`src/rtl/load_seq_if.sv`:
```
// rtl/load_seq_if.sv - request, memory, extender and write-back bundle for load_seq
`timescale 1ns/1ps
interface load_seq_if;
  logic        req_valid;
  logic        req_ready;
  logic [15:0] req_addr;
  logic        req_word;
  logic        req_signed;
  logic [2:0]  req_rd;
  logic        mem_rd;
  logic [15:0] mem_addr;
  logic [7:0]  mem_rdata;
  logic        mem_ack;
  logic [7:0]  ext_in;
  logic        ext_s;
  logic [15:0] ext_out;
  logic        wb_valid;
  logic        wb_ready;
  logic [15:0] wb_data;
  logic [2:0]  wb_rd;
  logic        wb_err;

  modport slave (
    input  req_valid, req_addr, req_word, req_signed, req_rd,
    input  mem_rdata, mem_ack, ext_out, wb_ready,
    output req_ready, mem_rd, mem_addr, ext_in, ext_s,
    output wb_valid, wb_data, wb_rd, wb_err
  );

  modport master (
    output req_valid, req_addr, req_word, req_signed, req_rd,
    output mem_rdata, mem_ack, ext_out, wb_ready,
    input  req_ready, mem_rd, mem_addr, ext_in, ext_s,
    input  wb_valid, wb_data, wb_rd, wb_err
  );
endinterface

```
`src/rtl/load_seq.sv`:
```
// rtl/load_seq.sv - byte/word load sequencer over an 8-bit memory port with timeout
`timescale 1ns/1ps
module load_seq #(
  parameter int unsigned MAX_WAIT = 15
) (
  input  logic    clk,
  input  logic    reset,
  load_seq_if.slave bus
);
  typedef enum logic [1:0] {IDLE, RD_LO, RD_HI, WB} state_t;

  state_t      state;
  logic [15:0] addr;
  logic        word;
  logic        sgn;
  logic [2:0]  rd;
  logic [7:0]  lo_byte;
  logic [7:0]  wait_cnt;
  logic [15:0] wb_data_q;
  logic        wb_err_q;
  logic        timeout;

  // Last permitted un-acked cycle; an ack in that same cycle still wins.
  assign timeout = (wait_cnt == 8'(MAX_WAIT - 1));

  always_ff @(posedge clk) begin
    if (reset) begin
      state     <= IDLE;
      addr      <= 16'h0000;
      word      <= 1'b0;
      sgn       <= 1'b0;
      rd        <= 3'd0;
      lo_byte   <= 8'h00;
      wait_cnt  <= 8'd0;
      wb_data_q <= 16'h0000;
      wb_err_q  <= 1'b0;
    end else begin
      case (state)
        IDLE: begin
          if (bus.req_valid) begin
            addr     <= bus.req_addr;
            word     <= bus.req_word;
            sgn      <= bus.req_signed;
            rd       <= bus.req_rd;
            wait_cnt <= 8'd0;
            state    <= RD_LO;
          end
        end
        RD_LO: begin
          if (bus.mem_ack) begin
            if (word) begin
              lo_byte  <= bus.mem_rdata;
              wait_cnt <= 8'd0;
              state    <= RD_HI;
            end else begin
              wb_data_q <= bus.ext_out;
              wb_err_q  <= 1'b0;
              state     <= WB;
            end
          end else if (timeout) begin
            wb_data_q <= 16'h0000;
            wb_err_q  <= 1'b1;
            state     <= WB;
          end else begin
            wait_cnt <= wait_cnt + 8'd1;
          end
        end
        RD_HI: begin
          if (bus.mem_ack) begin
            wb_data_q <= {bus.mem_rdata, lo_byte};
            wb_err_q  <= 1'b0;
            state     <= WB;
          end else if (timeout) begin
            wb_data_q <= 16'h0000;
            wb_err_q  <= 1'b1;
            state     <= WB;
          end else begin
            wait_cnt <= wait_cnt + 8'd1;
          end
        end
        WB: begin
          if (bus.wb_ready) begin
            wb_err_q <= 1'b0;
            state    <= IDLE;
          end
        end
        default: state <= IDLE;
      endcase
    end
  end

  assign bus.req_ready = (state == IDLE);
  assign bus.mem_rd    = (state == RD_LO) || (state == RD_HI);
  assign bus.wb_valid  = (state == WB);
  assign bus.mem_addr  = (state == RD_LO) ? addr :
                         (state == RD_HI) ? addr + 16'd1 : 16'h0000;
  assign bus.ext_in    = bus.mem_rdata;
  assign bus.ext_s     = sgn;
  assign bus.wb_data   = wb_data_q;
  assign bus.wb_rd     = rd;
  assign bus.wb_err    = wb_err_q;
endmodule

```
`src/flat_wrapper.sv`:
```
// flat-port wrapper written by rule: the top's interface ports become plain ports
module load_seq_flat 
#(
  parameter int unsigned MAX_WAIT = 15
)
  (clk, reset, bus_req_valid, bus_req_addr, bus_req_word, bus_req_signed, bus_req_rd, bus_mem_rdata, bus_mem_ack, bus_ext_out, bus_wb_ready, bus_req_ready, bus_mem_rd, bus_mem_addr, bus_ext_in, bus_ext_s, bus_wb_valid, bus_wb_data, bus_wb_rd, bus_wb_err);
  load_seq_if bus_i ();
  input  logic clk;
  input  logic reset;
  input wire logic [$bits(bus_i.req_valid)-1:0] bus_req_valid;
  input wire logic [$bits(bus_i.req_addr)-1:0] bus_req_addr;
  input wire logic [$bits(bus_i.req_word)-1:0] bus_req_word;
  input wire logic [$bits(bus_i.req_signed)-1:0] bus_req_signed;
  input wire logic [$bits(bus_i.req_rd)-1:0] bus_req_rd;
  input wire logic [$bits(bus_i.mem_rdata)-1:0] bus_mem_rdata;
  input wire logic [$bits(bus_i.mem_ack)-1:0] bus_mem_ack;
  input wire logic [$bits(bus_i.ext_out)-1:0] bus_ext_out;
  input wire logic [$bits(bus_i.wb_ready)-1:0] bus_wb_ready;
  output wire logic [$bits(bus_i.req_ready)-1:0] bus_req_ready;
  output wire logic [$bits(bus_i.mem_rd)-1:0] bus_mem_rd;
  output wire logic [$bits(bus_i.mem_addr)-1:0] bus_mem_addr;
  output wire logic [$bits(bus_i.ext_in)-1:0] bus_ext_in;
  output wire logic [$bits(bus_i.ext_s)-1:0] bus_ext_s;
  output wire logic [$bits(bus_i.wb_valid)-1:0] bus_wb_valid;
  output wire logic [$bits(bus_i.wb_data)-1:0] bus_wb_data;
  output wire logic [$bits(bus_i.wb_rd)-1:0] bus_wb_rd;
  output wire logic [$bits(bus_i.wb_err)-1:0] bus_wb_err;
  assign bus_i.req_valid = bus_req_valid;
  assign bus_i.req_addr = bus_req_addr;
  assign bus_i.req_word = bus_req_word;
  assign bus_i.req_signed = bus_req_signed;
  assign bus_i.req_rd = bus_req_rd;
  assign bus_i.mem_rdata = bus_mem_rdata;
  assign bus_i.mem_ack = bus_mem_ack;
  assign bus_i.ext_out = bus_ext_out;
  assign bus_i.wb_ready = bus_wb_ready;
  assign bus_req_ready = bus_i.req_ready;
  assign bus_mem_rd = bus_i.mem_rd;
  assign bus_mem_addr = bus_i.mem_addr;
  assign bus_ext_in = bus_i.ext_in;
  assign bus_ext_s = bus_i.ext_s;
  assign bus_wb_valid = bus_i.wb_valid;
  assign bus_wb_data = bus_i.wb_data;
  assign bus_wb_rd = bus_i.wb_rd;
  assign bus_wb_err = bus_i.wb_err;
  load_seq #(.MAX_WAIT(MAX_WAIT)) u_core (.clk(clk), .reset(reset), .bus(bus_i));
endmodule
```
`config.mk`:
```
export PLATFORM = sky130hd
export DESIGN_NAME = load_seq_flat
export DESIGN_NICKNAME = d
export VERILOG_FILES = /design/src/rtl/load_seq_if.sv /design/src/rtl/load_seq.sv /design/src/flat_wrapper.sv
export SDC_FILE = /design/constraint.sdc
export NUM_CORES = 1
export LEC_CHECK = 0
export ABC_CLOCK_PERIOD_IN_PS = 1800
export CELL_PAD_IN_SITES_DETAIL_PLACEMENT = 0
export CELL_PAD_IN_SITES_GLOBAL_PLACEMENT = 1
export CORE_AREA = 3 3 105 107
export DETAILED_ROUTE_END_ITERATION = 6
export DIE_AREA = 0 0 108 110
export PLACE_DENSITY = 0.76
export SETUP_SLACK_MARGIN = 0.1
export SLEW_MARGIN = 20
export SYNTH_ARGS = -nofsm -noshare
export SYNTH_HDL_FRONTEND = slang
export SYNTH_SLANG_ARGS = --single-unit
```
`constraint.sdc`:
```
create_clock -name clk -period 1.8 [get_ports clk]
set_clock_uncertainty 0.05 [all_clocks]
set_input_delay 0.27 -clock clk [delete_from_list [all_inputs] [get_ports clk]]
set_output_delay 0.27 -clock clk [all_outputs]
set_load 0.02 [all_outputs]
```
== Word level (Yosys, flattened, before mapping) ==
Cells that the tools add are included.

* Add/subtract/negate cells: 2
* $mul: 0
* Divide/modulo/power cells: 0
* Order comparisons: 0
* Eq/ne operators: 9
* Shift-type cells: 0
* Muxes and demuxes: 26
* Bitwise logic cells: 0
* Reductions and logical operators: 11

{| class="wikitable"
|+ Operators by type and width
! cell !! number
|-
| 16-bit 2-to-1 mux || 6
|-
| 8-bit 2-to-1 mux || 5
|-
| 16-bit case mux with 2 select lines || 1
|-
| 8-bit case mux with 3 select lines || 1
|-
| 16-bit by 1-bit adder with 16-bit output, second input constant || 1
|-
| 2-bit 2-to-1 mux || 5
|-
| 8-bit by 1-bit adder with 8-bit output, second input constant || 1
|-
| 8-bit by 4-bit == test with 1-bit output, second input constant || 1
|-
| 2-bit case mux with 4 select lines || 1
|-
| 1-bit 2-to-1 mux || 6
|-
| 2-bit inequality test, second input constant || 3
|-
| 2-bit AND reduction || 3
|-
| 3-bit AND reduction || 2
|-
| 3-bit nonzero test || 2
|-
| 2-bit == test, second input constant || 2
|-
| 4-bit AND reduction || 1
|-
| 3-bit by 2-bit inequality test with 1-bit output, second input constant || 1
|-
| 3-bit inequality test, second input constant || 1
|-
| 1-bit case mux with 3 select lines || 1
|-
| 2-bit by 1-bit == test with 1-bit output, second input constant || 1
|-
| 2-bit zero test || 1
|-
| 2-bit nonzero test || 1
|-
| 1-bit logical OR || 1
|}

* Register bits: 56
* Bits in latches: 0
* Bits in writable memories: 0
* Memory bits (read-only): 0
* Bits of input ports: 50
* Output and inout port bits: 48
* Memories kept: 0

== Depth between registers and ports, before layout ==
Gate-level depths: netlist of the first run.

* Depth after elaboration: 4
* Gate-level depth with buffers: 8

== Least setup slack after synthesis of the first run ==
No wires, ideal clock.

* Kind: flip-flop to output port
* Start point: reg u_core.state[0]
* End point: out bus_mem_addr[2]
* Data arrival time: 1.905 ns
* Required time: 1.480 ns
* Setup slack: -0.425 ns
* Stages on the path, launching flop included: 8
* Path through: dfxtp_1 inv_1 ha_1 clkbuf_1 clkbuf_1 nor2b_1 nand2_1 o21ai_0

* Cells in the longest elaborated chain, start to end: 3
* Elaborated cells on any way between the ends: 4
* Classes of those cells: eq/ne (2); mux (2)

{| class="wikitable"
|+ RTL lines
! item !! line !! text
|-
| start: declaration || load_seq.sv:12 || <nowiki>state_t state;</nowiki>
|-
| start signal: assignment || load_seq.sv:28 || <nowiki>state <= IDLE;</nowiki>
|-
| start signal: assignment || load_seq.sv:46 || <nowiki>state <= RD_LO;</nowiki>
|-
| start signal: assignment || load_seq.sv:54 || <nowiki>state <= RD_HI;</nowiki>
|-
| 2-bit == test || load_seq.sv:96 || <nowiki>(state == RD_HI) ? addr + 16'd1 : 16'h0000;</nowiki>
|-
| 16-bit 2-to-1 mux || load_seq.sv:96 ||
|-
| 16-bit 2-to-1 mux (*) || load_seq.sv:95 || <nowiki>assign bus.mem_addr = (state == RD_LO) ? addr :</nowiki>
|-
| end: declaration || flat_wrapper.sv:21 || <nowiki>output wire logic [$bits(bus_i.mem_addr)-1:0] bus_mem_addr;</nowiki>
|}

Every way passes the cells marked *; elsewhere a longest branch is shown, timed or not.

== Worst setup path in the final report of the first run ==
* Start point: reg u_core.state[1]
* End point: out bus_mem_addr[13]

The elaborated chain is that of the path after synthesis.

==> flow_summary.json, run 1 <==
{
  "status": "finished, violations left",
  "violations": "setup timing",
  "core_area_um2": 10230,
  "total_power_w": 0.005244,
  "worstSetupPathType": "flop to output port",
  "clock-sinks": 56,
  "cts_buffers": 5,
  "seq_power_share_pct": 28.8,
  "switching_share_pct": 38.16,
  "yosysMostFrequentCell": "nand2_1",
  "ir_drop_mv": 0.4805,
  "grt.total_usage_pct": 15.25,
  "synth_cell_type_count": 38,
  "cp_num_buf_inv": 3,
  "setup_viol": 33,
  "first_global_vias": 3033,
  "yosys_warnings": 0,
  "overflow": 0,
  "hold_path_class": "flop to flop",
  "power_density_nw_per_um2": 977.2,
  "slew_headroom_pct": 60.10,
  "design_area_um2": 5366,
  "cp.required_ns": 1.48,
  "avgViaCountPerCell": 4.730,
  "synth_area_um2": 2922,
  "wl_per_cell_um": 14.53,
  "die-area_um2": 11880,
  "ctsHoldBuffers": 0,
  "slowest_stage": "dfxtp_4",
  "synthCells": 368,
  "cap_violations": 0,
  "ios": 98,
  "cts_max_level": 2,
  "met3_length_um": 421,
  "max_freq_mhz": 408.5,
  "worstPathArrival_ns": 2.13,
  "num_vias": 3141,
  "cp_top_family": "simple AND/OR/NAND/NOR gates",
  "clock_latency_ns": 0.31,
  "yosys.area.top_type_share_pct": 38.37,
  "grt_start_max_net_pins": 25,
  "grt_pass1_wl_um": 14720,
  "pwr-share-comb_pct": 57.6,
  "synth_ff_type": "dfxtp_1",
  "worst_hold_slack_ns": 0.4098,
  "synth_edf_count": 0,
  "worst_setup_path_end_kind": "output port",
  "dr.pass1.iters": 4,
  "top_layer_used": "met4",
  "setup_ws_ns": -0.6478,
  "gp_congestion": 0.8060,
  "drc_errors": 0,
  "antenna_cells": 0,
  "pre_cts_ws_ns": -0.6685,
  "synth-async-reset-ratio_pct": 0,
  "synth_seq_cells": 56,
  "ant_nets": 0,
  "cts-root-buf": "clkbuf_8",
  "crit_fanout": 3,
  "wl_um": 9647,
  "nets": 586,
  "rsz0062_at_grt": "yes",
  "tightest_slew_ns": 0.5985,
  "start_util_pct": 28.56,
  "holdPathStages": 2,
  "yosysSeqAreaShare_pct": 38.37,
  "timing.final.hold_violations": 0,
  "first_iter_violations": 81,
  "path_depth": 8,
  "cts_buffer_depth": 2,
  "slew_viol_final": 0,
  "dieWidth_um": 108,
  "clk_pin_slew_ns": 0.11,
  "synthTopCellsByArea": "dfxtp_1 (38%), nand2_1 (9.5%), mux2_2 (6.6%), a21oi_1 (6.5%), nor2_1 (4.5%)",
  "placed_cell_area_um2": 4619,
  "synth_fp_nets": 427,
  "cp-start-kind": "flop",
  "fin_crit_sh_pct": 136.0,
  "dp_cells": 634,
  "dr_wl_met2_um": 4991,
  "leakage_nw": 2.051,
  "die_y_um": 110,
  "reg2reg_depth": 8,
  "netlist_top_cells_count": "nand2_1 (74), dfxtp_1 (56), a21oi_1 (38), nor2_1 (35), mux2_2 (17)",
  "power_frac_clock_pct": 13.7,
  "layout-drive-gt1-share_pct": 40.91,
  "area.growth.synth_to_final_pct": 83.68,
  "period_needed_ns": 2.448,
  "port_buffers": 97,
  "synth_largest_area_cell": "dfxtp_1",
  "rows": 37,
  "switchingPower_w": 0.002001,
  "crit_path_cell_trace": "inv_4 -> ha_4 -> and4b_1 -> nand4_1 -> buf_4 -> or3_4 -> a21oi_4 -> buf_6",
  "hpwlAfterDp_um": 6628,
  "post_layout_nonfiller_instances": 664,
  "met1Wirelength_um": 4122,
  "cts_tree": "yes",
  "critPathMaxStageDelay_ns": 0.37,
  "p_int_w": 0.003243,
  "avgSynthCellArea_um2": 7.939,
  "antenna_found_initial": 0
}
-- power groups by stage --
stage	Clock, W	Sequential, W	Combinational [W]
after floorplan	0	0.00163	0.00122
after global placement	0	0.00151	0.00231
after detailed placement	0	0.00152	0.00233
after CTS	0.000751	0.00150	0.00249
after global routing	0.000797	0.00153	0.00322
final	0.000717	0.00151	0.00302
-- sequential cells by signal, summed over array words and instances, names as in the netlist --
signal / flops
u_core.addr: 16
u_core.bus.wb_err: 1
u_core.lo_byte: 8
u_core.bus.ext_s: 1
u_core.bus.wb_rd: 3
u_core.word: 1
u_core.state: 2
u_core.bus.wb_data: 16
u_core.wait_cnt: 8
-- worst paths after layout --
kind	startpoint	to	slack, ns
setup reg to reg	u_core.state[1]$_SDFFE_PP0P_	u_core.wait_cnt[6]$_SDFFE_PP0P_	-0.20
hold / removal	u_core.bus.wb_rd[2]$_SDFFE_PP0P_	u_core.bus.wb_rd[2]$_SDFFE_PP0P_	0.41
hold reg to reg	u_core.bus.wb_rd[2]$_SDFFE_PP0P_	u_core.bus.wb_rd[2]$_SDFFE_PP0P_	0.41
setup / recovery	u_core.state[1]$_SDFFE_PP0P_	bus_mem_addr[13]	-0.65
-- what timing repair did --
| action | 4_1_cts | 5_1_grt |
|---|---|---|
| resized for setup | 139 | 85 |
| endpoints found under the setup margin | 52 | 48 |
| buffers inserted | 8 | 17 |
| pin swaps | 14 | 39 |
| gates cloned | 0 | 2 |
-- logic make-up after synthesis --
logic type      Yosys count  synth area share (%)
simple gates            163                 25.95
compound gates           82                 17.30
flops                    56                 38.37
buf+inv                  34                 5.867
mux                      17                 6.552
fa+ha+maj                 9                 3.854
xor+xnor                  7                 2.099
-- cell type report --
type	count	area, um^2
fill	913	4865
multi-input combinational	278	2182
timing repair buffer	181	1772
sequential	56	1129
tap	136	170.2
clock buffer	5	68.82
inverter	5	23.77
clock inverter	3	21.27
-- layer usage --
layer / vias up / global-route usage, %
met3: 12 / 2.737
met4: 0 / 3.246
met5: - / 0
met1: 1467 / 19.07
li1: 1585 / -
met2: 77 / 27.49
-- metrics by stage --
step / util, % / TNS [ns]
finish: 52.45 / -7.219
global route: 52.45 / -9.421
CTS: 47.61 / -6.527
detailed placement: 45.15 / -10.74
global placement: 45.15 / -10.12
floorplan: - / -0.2322
-- worst min-delay path, cell delays in order (launching register included) --
cell and delay [ns]:
dfxtp_1 0.32, nand2_1 0.05, a21oi_1 0.05
-- placed cells by master (no fill, tap or decap), types with 10 or more instances in the layout --
cell             instances
clkdlybuf4s50_1         69
buf_4                   64
mux2_4                  10
nand2_1                 72
nand3_1                 10
a21oi_1                 33
buf_6                   28
a22oi_2                 16
dfxtp_1                 52
nor2_4                  12
nor2_1                  22
No activity file was read; power rests on OpenSTA's default activity.
==> inputs of run 2 (changes only) <==
--- a/config.mk
+++ b/config.mk
@@ -8,9 +8,9 @@
 export ABC_CLOCK_PERIOD_IN_PS = 1800
 export CELL_PAD_IN_SITES_DETAIL_PLACEMENT = 0
 export CELL_PAD_IN_SITES_GLOBAL_PLACEMENT = 1
-export CORE_AREA = 3 3 105 107
+export CORE_AREA = 2 2 104 106
 export DETAILED_ROUTE_END_ITERATION = 6
-export DIE_AREA = 0 0 108 110
+export DIE_AREA = 0 0 106 108
 export PLACE_DENSITY = 0.76
 export SETUP_SLACK_MARGIN = 0.1
 export SLEW_MARGIN = 20
==> flow_summary.json, run 2 (synthesis gave the netlist of run 1 again) <==
{
  "wl_per_cell_um": 14.08,
  "wl_um": 9235,
  "pre_cts_ws_ns": -0.6380,
  "start_util_pct": 28.56,
  "num_vias": 3081,
  "die_y_um": 108,
  "grt.total_usage_pct": 15.79,
  "worst_setup_path_end_kind": "output port",
  "dieWidth_um": 106,
  "port_buffers": 97,
  "hold_path_class": "primary input to flop",
  "cp-start-kind": "flop",
  "slew_viol_final": 0,
  "cp.required_ns": 1.48,
  "power_density_nw_per_um2": 1002,
  "fill_cells": 915,
  "cap_violations": 0,
  "power_frac_clock_pct": 14.4,
  "ant_nets": 0,
  "cts-root-buf": "clkbuf_8",
  "final_common_cell": "nand2_1",
  "violations": "setup timing",
  "crit_path_cell_trace": "inv_4 -> ha_4 -> and4b_1 -> nand4_1 -> or3_4 -> a21oi_4 -> buf_6",
  "grt_start_max_net_pins": 28,
  "rows": 37,
  "first_iter_violations": 89,
  "avgViaCountPerCell": 4.697,
  "tightest_slew_ns": 0.6320,
  "timing.final.hold_violations": 0,
  "worstPathArrival_ns": 2.06,
  "cts_tree": "yes",
  "reg2reg_slack_ns": -0.26,
  "rr_startpoint": "u_core.state[1]$_SDFFE_PP0P_",
  "leakage_nw": 1.966,
  "gp_congestion": 0.8542,
  "clock_latency_ns": 0.32,
  "die-area_um2": 11450,
  "period_needed_ns": 2.380,
  "crit_fanout": 4,
  "switching_share_pct": 38.10,
  "holdPathStages": 2,
  "rr_endpoint": "u_core.wait_cnt[6]$_SDFFE_PP0P_",
  "p_int_w": 0.003262,
  "fin_util_pct": 51.40,
  "grt_pass1_wl_um": 14840,
  "setup_ws_ns": -0.5800,
  "worstSetupPathType": "flop to output port",
  "antenna_cells": 0,
  "switchingPower_w": 0.002008,
  "rsz0062_at_grt": "yes",
  "cts_buffers": 5,
  "max_freq_mhz": 420.2,
  "clk_pin_slew_ns": 0.12,
  "nets": 578,
  "first_global_vias": 3113,
  "core_area_um2": 10230,
  "overflow": 0,
  "worstHoldStart": "reset",
  "ir_drop_mv": 0.5172,
  "hpwlAfterDp_um": 6557,
  "final_cell_mix": "nand2_1 (71), clkdlybuf4s50_1 (69), buf_4 (58)",
  "area.growth.synth_to_final_pct": 80.00,
  "ctsHoldBuffers": 0,
  "reg2reg_depth": 9,
  "worst_hold_slack_ns": 0.3961,
  "fin_crit_sh_pct": 132.2,
  "slew_headroom_pct": 57.86,
  "critPathMaxStageDelay_ns": 0.46,
  "clock-sinks": 56,
  "seq_power_share_pct": 28.7,
  "status": "finished, violations left",
  "dr.pass1.iters": 4,
  "setup_viol": 25,
  "min_to": "u_core.bus.wb_data[6]$_SDFFE_PP0P_",
  "cts_buffer_depth": 2,
  "layout-drive-gt1-share_pct": 39.42,
  "cts_max_level": 2,
  "slowest_stage": "or3_4",
  "cp-startpoint": "u_core.state[1]$_SDFFE_PP0P_",
  "antenna_found_initial": 0,
  "pwr-share-comb_pct": 56.9,
  "drc_errors": 0,
  "ios": 98
}
run 2: cell types whose count changed in the layout (fill, tap and decap cells not counted), sizes merged:
cell,before,now
clkdlybuf4s15,0,2
buf,102,91
clkbuf,7,8
run 2: timing repair:
| item | 4_1_cts | 5_1_grt |
|---|---|---|
| setup endpoints to repair | 52 | 46 |
| buffers inserted | 9 | 2 |
| gates resized for setup | 171 | 30 |
| cloned | 0 | 3 |
| pin swaps | 17 | 16 |
run 2: worst max path at each step:
stage / to / slack, ns / depth (start not counted)
floorplan: bus_mem_addr[13] / -0.13 / 6
global placement: bus_mem_addr[13] / -0.62 / 7
detailed placement: bus_mem_addr[13] / -0.64 / 7
CTS: bus_mem_addr[13] / -0.59 / 7
global route: bus_mem_addr[13] / -0.66 / 9
finish: bus_mem_addr[13] / -0.58 / 7
run 2: power groups by stage:
| stage | Clock [W] | Combinational, W | Sequential [W] |
|---|---|---|---|
| global placement | 0 | 0.00229 | 0.00152 |
| global route | 0.000822 | 0.00320 | 0.00153 |
| finish | 0.000758 | 0.00300 | 0.00151 |
| CTS | 0.000786 | 0.00273 | 0.00151 |
| detailed placement | 0 | 0.00231 | 0.00153 |
| floorplan | 0 | 0.00122 | 0.00163 |
run 2: worst max-delay path, delay by kind of cell, from the launching register on:
kind / cells / cell delay [ns]
AND/OR/NAND/NOR: 3 / 0.94
buffers and inverters: 2 / 0.16
AO/OA/AOI/OAI: 1 / 0.13
flip-flops: 1 / 0.37
adder cells (fa/ha/maj): 1 / 0.14
run 2: stage by stage:
| step | TNS (ns) | instances | instance area (um^2) | total power [W] |
|---|---|---|---|---|
| 2_1_floorplan | -0.2322 | 368 | 3133 | 0.002849 |
| 3_3_place_gp | -10.01 | 634 | 4607 | 0.003813 |
| 3_5_place_dp | -10.88 | 634 | 4607 | 0.003840 |
| 4_1_cts | -6.329 | 651 | 5036 | 0.005021 |
| 5_1_grt | -8.476 | 656 | 5259 | 0.005561 |
| 6_report | -6.604 | 656 | 5259 | 0.005271 |
run 2: area by class of cell:
class | count | area (um^2) | share of cell area [%]
Tap cell | 136 | 170.2 | 3.236
Multi-Input combinational cell | 278 | 2107 | 40.07
Inverter | 5 | 23.77 | 0.4521
Clock buffer | 5 | 68.82 | 1.309
Timing Repair Buffer | 173 | 1733 | 32.95
Sequential cell | 56 | 1129 | 21.46
Clock inverter | 3 | 27.53 | 0.5234
run 2: routing by layer:
metal / wire length [um] / GRT usage, % / vias up
met4: 110 / 3.477 / 0
met3: 378 / 2.592 / 8
met2: 4555 / 28.25 / 71
li1: - / - / 1567
met1: 4190 / 20.01 / 1435
met5: 0 / 0 / -
==> inputs of run 3 (changes only) <==
--- a/config.mk
+++ b/config.mk
@@ -8,9 +8,9 @@
 export ABC_CLOCK_PERIOD_IN_PS = 1800
 export CELL_PAD_IN_SITES_DETAIL_PLACEMENT = 0
 export CELL_PAD_IN_SITES_GLOBAL_PLACEMENT = 1
-export CORE_AREA = 2 2 104 106
+export CORE_AREA = 2 2 79 138
 export DETAILED_ROUTE_END_ITERATION = 6
-export DIE_AREA = 0 0 106 108
+export DIE_AREA = 0 0 81 140
 export PLACE_DENSITY = 0.76
 export SETUP_SLACK_MARGIN = 0.1
 export SLEW_MARGIN = 20
==> flow_summary.json, run 3 (synthesis gave the netlist of run 1 again) <==
{
  "status": "finished, violations left",
  "violations": "setup timing",
  "dp_cells": 626,
  "cts_buffers": 5,
  "cap_violations": 0,
  "slew_viol_final": 0,
  "wl_um": 9822,
  "leakage_nw": 2.052,
  "hpwlAfterDp_um": 6847,
  "met1Wirelength_um": 3486,
  "wl_per_cell_um": 15.13,
  "overflow": 0,
  "fin_crit_sh_pct": 131.1,
  "dieWidth_um": 81,
  "layout-drive-gt1-share_pct": 39.85,
  "cts_tree": "yes",
  "crit_top_cell": "buf_4",
  "dr.pass1.iters": 4,
  "tightest_slew_ns": 0.3248,
  "core_area_um2": 10180,
  "cts-root-buf": "clkbuf_16",
  "grt.total_usage_pct": 16.57,
  "nets": 580,
  "first_iter_violations": 83,
  "critPathMaxStageDelay_ns": 0.40,
  "rows": 49,
  "timing.final.hold_violations": 0,
  "area.growth.synth_to_final_pct": 82.61,
  "slew_headroom_pct": 78.17,
  "cts_buffer_depth": 2,
  "ios": 98,
  "crit_path_cell_trace": "inv_4 -> ha_4 -> buf_4 -> nor2b_4 -> nand4_1 -> or3_4 -> a21oi_4 -> buf_4",
  "met3_length_um": 414,
  "cp.required_ns": 1.48,
  "slowest_stage": "or3_4",
  "rsz0062_at_grt": "yes",
  "clock_latency_ns": 0.30,
  "antenna_cells": 0,
  "avgViaCountPerCell": 4.881,
  "max_freq_mhz": 423.8,
  "ir_drop_mv": 0.6731,
  "die_y_um": 140,
  "worstSetupPathType": "flop to output port",
  "num_vias": 3168,
  "cp-start-kind": "flop",
  "port_buffers": 97,
  "total_power_w": 0.005569,
  "worst_setup_path_end_kind": "output port",
  "grt_pass1_wl_um": 14880,
  "die-area_um2": 11340,
  "ctsHoldBuffers": 0,
  "final_cell_mix": "clkdlybuf4s50_1 (72), nand2_1 (65), buf_4 (52), dfxtp_1 (52), a21oi_1 (30)",
  "clock-sinks": 56,
  "antenna_found_initial": 0,
  "top_layer_used": "met4",
  "crit_fanout": 14,
  "final_common_cell": "clkdlybuf4s50_1",
  "setup_ws_ns": -0.5596,
  "grt_start_max_net_pins": 57,
  "hold_path_class": "primary input to flop",
  "gp_congestion": 0.8338,
  "post_layout_nonfiller_instances": 649,
  "setup_viol": 42,
  "placed_cell_area_um2": 4603,
  "worst_hold_slack_ns": 0.3768,
  "worstPathArrival_ns": 2.04,
  "power_density_nw_per_um2": 1044,
  "dr_wl_met2_um": 5647,
  "setup_tns_ns": -7.907,
  "design_area_um2": 5335,
  "cts_max_level": 2,
  "ant_nets": 0,
  "start_util_pct": 28.71,
  "first_global_vias": 3228,
  "clk_pin_slew_ns": 0.07,
  "period_needed_ns": 2.360,
  "drc_errors": 0
}
## run 3: cell count changes in the layout (fill, tap and decap cells not counted), moves of 4 or more
cell | previous run | this run
buf_6 | 23 | 27
nand2_1 | 71 | 65
buf_4 | 58 | 52
mux2_4 | 5 | 17
nand2_2 | 3 | 7
buf_2 | 1 | 8
mux2_2 | 12 | 0
clkbuf_8 | 5 | 0
## run 3: worst max-delay path: cells and delay by family (launching register included)
family	cells	cell delay (ns)
simple gates	3	0.74
compound gates	1	0.11
buf+inv	3	0.38
flops	1	0.36
fa+ha+maj	1	0.14
## run 3: path summary, 6_finish.rpt
| path | start | to | slack (ns) | cells after the start |
|---|---|---|---|---|
| max reg2reg | u_core.state[1]$_SDFFE_PP0P_ | u_core.wait_cnt[6]$_SDFFE_PP0P_ | -0.26 | 8 |
| min | reset | u_core.wait_cnt[1]$_SDFFE_PP0P_ | 0.38 | 3 |
| max | u_core.state[1]$_SDFFE_PP0P_ | bus_mem_addr[14] | -0.56 | 8 |
| min reg2reg | u_core.lo_byte[4]$_SDFFE_PP0P_ | u_core.lo_byte[4]$_SDFFE_PP0P_ | 0.41 | 2 |
## run 3: where the power goes
group | switching [W] | internal [W]
combinational | 0.00147 | 0.00156
sequential | 0.000118 | 0.00140
clock | 0.000497 | 0.000530
total | 0.00208 | 0.00349
## run 3: layout make-up
cell class | instances | area (um^2)
multi-input cells | 278 | 2155
fillers | 969 | 4842
clock buffers | 5 | 125.1
inverters | 5 | 23.77
clock inverters | 3 | 27.53
repair buffers | 175 | 1714
well taps | 127 | 158.9
flip-flops and latches | 56 | 1131
## run 3: what timing repair did
action / in CTS / in global routing
pin swaps: 31 / 6
resized for setup: 151 / 58
buffers inserted: 11 / 1
setup endpoints to repair: 49 / 67
gates cloned: 1 / 3
## run 3: metal layers
metal / up-vias / global-route usage [%]
li1: 1574 / -
met1: 1497 / 16.55
met2: 77 / 31.67
met3: 20 / 3.286
met4: 0 / 7.136
met5: - / 0
## run 3: through the flow
stage	setup WS (ns)	util [%]
2_1_floorplan	-0.1319	-
3_3_place_gp	-0.6896	45.23
3_5_place_dp	-0.7150	45.23
4_1_cts	-0.5582	50.15
5_1_grt	-0.6252	52.42
6_report	-0.5596	52.42
